<file path="src/rtl/dmem_ctrl_pkg.sv">
// Shared types and constants for the data-memory access controller.
package dmem_ctrl_pkg;

    typedef enum logic [1:0] {
        IDLE   = 2'd0,
        ACCESS = 2'd1,
        DONE   = 2'd2
    } dmem_state_e;

    localparam int M_READ_BIT  = 1;
    localparam int M_WRITE_BIT = 0;

    localparam int STALL_CNT_W = 32;

endpackage

</file>
<file path="src/rtl/dmem_perf_cnt.sv">
// Saturating stall-cycle counter; cleared only by reset.
module dmem_perf_cnt
    import dmem_ctrl_pkg::*;
(
    input  logic                   clk_i,
    input  logic                   rst_n_i,
    input  logic                   inc_i,
    output logic [STALL_CNT_W-1:0] cnt_o
);

    logic [STALL_CNT_W-1:0] cnt_q;

    always_ff @(posedge clk_i or negedge rst_n_i) begin
        if (!rst_n_i) begin
            cnt_q <= '0;
        end else if (inc_i && (cnt_q != '1)) begin
            cnt_q <= cnt_q + STALL_CNT_W'(1);
        end
    end

    assign cnt_o = cnt_q;

endmodule

</file>
<file path="src/rtl/dmem_access_ctrl.sv">
// Sequences EX/MEM data-memory accesses over a req/ack handshake and stalls the pipeline meanwhile.
// Optional stall counter port stall_cnt_o is built when DMEM_CTRL_PERF_EN is defined.
//
//   state  | meaning
//   IDLE   | no access outstanding; a non-zero M_i stalls and latches the request
//   ACCESS | request asserted to memory, waiting for ack
//   DONE   | access complete, pipeline advances; M_i is not re-examined
module dmem_access_ctrl
    import dmem_ctrl_pkg::*;
#(
    parameter int AW = 32,
    parameter int DW = 32
) (
    input  logic          clk_i,
    input  logic          rst_n_i,
    input  logic [1:0]    M_i,
    input  logic [AW-1:0] addr_i,
    input  logic [DW-1:0] wdata_i,
    output logic          mem_req_o,
    output logic          mem_we_o,
    output logic [AW-1:0] mem_addr_o,
    output logic [DW-1:0] mem_wdata_o,
    input  logic          mem_ack_i,
    input  logic [DW-1:0] mem_rdata_i,
    output logic [DW-1:0] rdata_o,
    output logic          stall_o
`ifdef DMEM_CTRL_PERF_EN
    ,
    output logic [STALL_CNT_W-1:0] stall_cnt_o
`endif
);

    dmem_state_e state_q, state_d;
    logic        mem_op;
    logic        capture_en;

    // 2'b11 is illegal; taking we from the write bit alone turns it into a store.
    assign mem_op = M_i[M_READ_BIT] | M_i[M_WRITE_BIT];

    always_ff @(posedge clk_i or negedge rst_n_i) begin
        if (!rst_n_i) begin
            state_q   <= IDLE;
            mem_req_o <= 1'b0;
        end else begin
            state_q   <= state_d;
            mem_req_o <= (state_d == ACCESS);
        end
    end

    always_comb begin
        state_d = state_q;
        case (state_q)
            IDLE:    if (mem_op) state_d = ACCESS;
            ACCESS:  if (mem_ack_i) state_d = DONE;
            DONE:    state_d = IDLE;
            default: state_d = IDLE;
        endcase
    end

    always_comb begin
        stall_o    = 1'b0;
        capture_en = 1'b0;
        case (state_q)
            IDLE: begin
                stall_o    = mem_op;
                capture_en = mem_op;
            end
            ACCESS:  stall_o = 1'b1;
            default: stall_o = 1'b0;
        endcase
    end

    always_ff @(posedge clk_i or negedge rst_n_i) begin
        if (!rst_n_i) begin
            mem_we_o    <= 1'b0;
            mem_addr_o  <= '0;
            mem_wdata_o <= '0;
            rdata_o     <= '0;
        end else begin
            if (capture_en) begin
                mem_we_o    <= M_i[M_WRITE_BIT];
                mem_addr_o  <= addr_i;
                mem_wdata_o <= wdata_i;
            end
            if ((state_q == ACCESS) && mem_ack_i && !mem_we_o) begin
                rdata_o <= mem_rdata_i;
            end
        end
    end

`ifdef DMEM_CTRL_PERF_EN
    dmem_perf_cnt u_perf_cnt (
        .clk_i   (clk_i),
        .rst_n_i (rst_n_i),
        .inc_i   (stall_o),
        .cnt_o   (stall_cnt_o)
    );
`endif

endmodule

</file>
<file path="config.mk">
export PLATFORM = sky130hd
export DESIGN_NAME = dmem_access_ctrl
export DESIGN_NICKNAME = d
export VERILOG_FILES = /design/src/rtl/dmem_ctrl_pkg.sv /design/src/rtl/dmem_perf_cnt.sv /design/src/rtl/dmem_access_ctrl.sv
export SDC_FILE = /design/constraint.sdc
export NUM_CORES = 1
export LEC_CHECK = 0
export BUFFER_PORTS_ARGS = -buffer_cell sky130_fd_sc_hd__buf_4
export CORE_MARGIN = 10
export CORE_UTILIZATION = 45
export CTS_CLUSTER_DIAMETER = 120
export DETAILED_ROUTE_END_ITERATION = 8
export PLACE_DENSITY = 0.79
export SYNTH_ARGS = -nofsm -noshare
export SYNTH_HDL_FRONTEND = slang
export SYNTH_SLANG_ARGS = --single-unit
</file>
<file path="constraint.sdc">
create_clock -name clk_i -period 3.7 [get_ports clk_i]
set_input_delay 0.37 -clock clk_i [delete_from_list [all_inputs] [get_ports clk_i]]
set_output_delay 0.37 -clock clk_i [all_outputs]
set_load 0.01 [all_outputs]
</file>
==> impl_metrics.toml <==
[route]
viasPerCell = 4.82
drc = 0
vias = 2555
wl_per_cell_um = 19.8
first_iter_violations = 76
route.final.wire_length_um = 10500
drtAntennaViolNets = 0
firstDrtPassIters = 4

[synth]
avgSynthCellArea_um2 = 17.9
synth_fp_nets = 318
postSynthCellCount = 217
synth-seq-area-share = 0.643
yosysTopAreaCell = "dfrtp_1"
synth_cell_type_count = 14
yosys.area.top_type_share = 0.643
synthTopCellsByArea = "dfrtp_1 (64%), mux2_2 (19%), mux2_4 (12%)"
ys_ff_latch = 100
syn_area_mm2 = 0.00389
yosysWarnings = 0

[power_and_ir_drop]
power.density_mw_per_mm2 = 838
p_leak_nw = 2.73
p_total_mw = 4.70
ir_drop_v = 0.000409

[timing]
worst_pin_slew_ns = 0.937
finalSetupViolCount = 0
finalHoldViolCount = 0
finalCritPeriodShare = 0.581
slew_headroom = 0.375
finalCriticalPeriod_ns = 2.15
finalClockSkew_ns = 0.0152
fmax_mhz = 465
drv_slew = 0
rsz0062_at_grt = "false"
fin_tns_setup_ns = 0

[placement]
io_buffers = 199
place_congestion = 0.741
dp.cells = 514
dp_hpwl_um = 8290

[worst_setup_path]
arrival_ns = 2.39
cp_num_buf_inv = 1
slowest_stage = "nor2b_4"
start_kind = "flop"
path_max_fanout = 17
cpPeakStageDelay_ns = 0.58
path_class = "flop to flop"
crit_family = "simple AND/OR/NAND/NOR gates"
path_cells = "and3b_1 > nor2b_4 > buf_4 > mux2_2"
setup.worst_path.end_class = "flop"
crit_required_ns = 3.94

[final_layout]
seqCellArea_mm2 = 0.00250
fin_nets = 521
layout-drive-gt1-share = 0.741
fillerInstances = 610
fin_cells = 530
antenna_cells = 0
final_util = 0.676
multiInputGateArea_mm2 = 0.00126
syn2layout_area_growth_pct = 44.3

[floorplan]
die_height_um = 113
start_util = 0.469
rows = 33
die-area_mm2 = 0.0128
ios = 200
core_area_mm2 = 0.00830
fp.dieW_um = 113

[clocking]
clockBufferDepth = 2
cts_root_buffer = "clkbuf_8"
cts_resized = 0
clock_latency_ns = 0.35
cts_inserted_buffers = 9
cts.htree.levels = 3
clock-sinks = 100
tritoncts = "built"
clk_pin_slew_ns = 0.10
holdBufCountCts = 0
cts_setup_buffers = 0

[grt]
grt_max_degree = 75
grt_pass1_wl_um = 16100
grtUsageTotal = 0.158
globalRoute.totalOverflow = 0
grt_antenna_before_repair = 0
grt_pass1_vias = 2802

[job]
max-cap-violations = 0

[worst_hold_path]
hp-class = "primary input to asynchronous set/reset pin"

[run_status]
status = "finished clean"
==> kinds of logic (layout without fill, tap and decap cells) <==
logic type	after synthesis	after routing	synth area share
mux	96	96	0.307
flops	100	100	0.643
simple gates	6	6	0.00997
compound gates	4	4	0.00804
buf+inv	11	219	0.0318
==> synthesized netlist by cell type <==
cell,n
buf_4,7
a211oi_1,2
nor2b_4,1
a22o_1,1
buf_6,1
and3b_1,1
dfrtp_1,100
o21a_1,1
nor3_1,1
nor2_1,2
nand2_1,1
mux2_2,66
mux2_4,30
buf_12,3
==> sequential cells by signal (all words and copies together) (netlist names) <==
signal       cells
mem_addr_o      32
state_q          2
mem_req_o        1
mem_we_o         1
mem_wdata_o     32
rdata_o         32
==> layout make-up <==
class | instances | share of cell area
Multi-Input combinational cell | 106 | 0.225
Clock inverter | 4 | 0.00602
Clock buffer | 12 | 0.0259
Tap cell | 105 | 0.0234
Sequential cell | 100 | 0.446
Timing Repair Buffer | 203 | 0.274
==> power breakdown <==
group          internal, mW  total [mW]  switching, mW
Clock                 0.269       0.630          0.361
Sequential             1.63        1.94          0.305
Combinational          1.30        2.14          0.837
Total                  3.20        4.70           1.50
==> worst paths after layout <==
path,start,to,slack (ns),cells after the start
min reg2reg,mem_addr_o[15],mem_addr_o[15],0.51,1
max in group asynchronous,rst_n_i,mem_addr_o[22],2.76,2
max reg2reg,state_q[1],rdata_o[0],1.55,4
max,state_q[1],rdata_o[0],1.55,4
min,rst_n_i,rdata_o[21],0.15,1
min in group clk_i,mem_ack_i,state_q[0],0.22,2
==> metal layers <==
metal	track usage	routed length (µm)	vias up
met5	0	0	-
li1	-	-	1165
met3	0.0740	1160	13
met4	0.0533	146	0
met1	0.184	4250	1246
met2	0.251	4920	131
==> stage by stage <==
stage	hold slack, ns	worst slack (ns)	cell area (µm²)
floorplan	0.0744	2.25	3890
global placement	0.491	1.58	5440
detailed placement	0.496	1.54	5440
CTS	0.182	1.54	5610
global route	0.204	1.44	5610
finish	0.151	1.55	5610
==> cells in the final DEF (no fill, tap or decap), drive strengths merged <==
master,instances
nor2b,1
nor2,2
and3b,1
a211oi,2
nor3,1
inv,1
nand2,1
clkbuf,12
mux2,96
o21a,1
clkinv,2
buf,203
clkinvlp,1
a22o,1
dfrtp,100
Note: power is estimated with default switching activity, not from simulation.
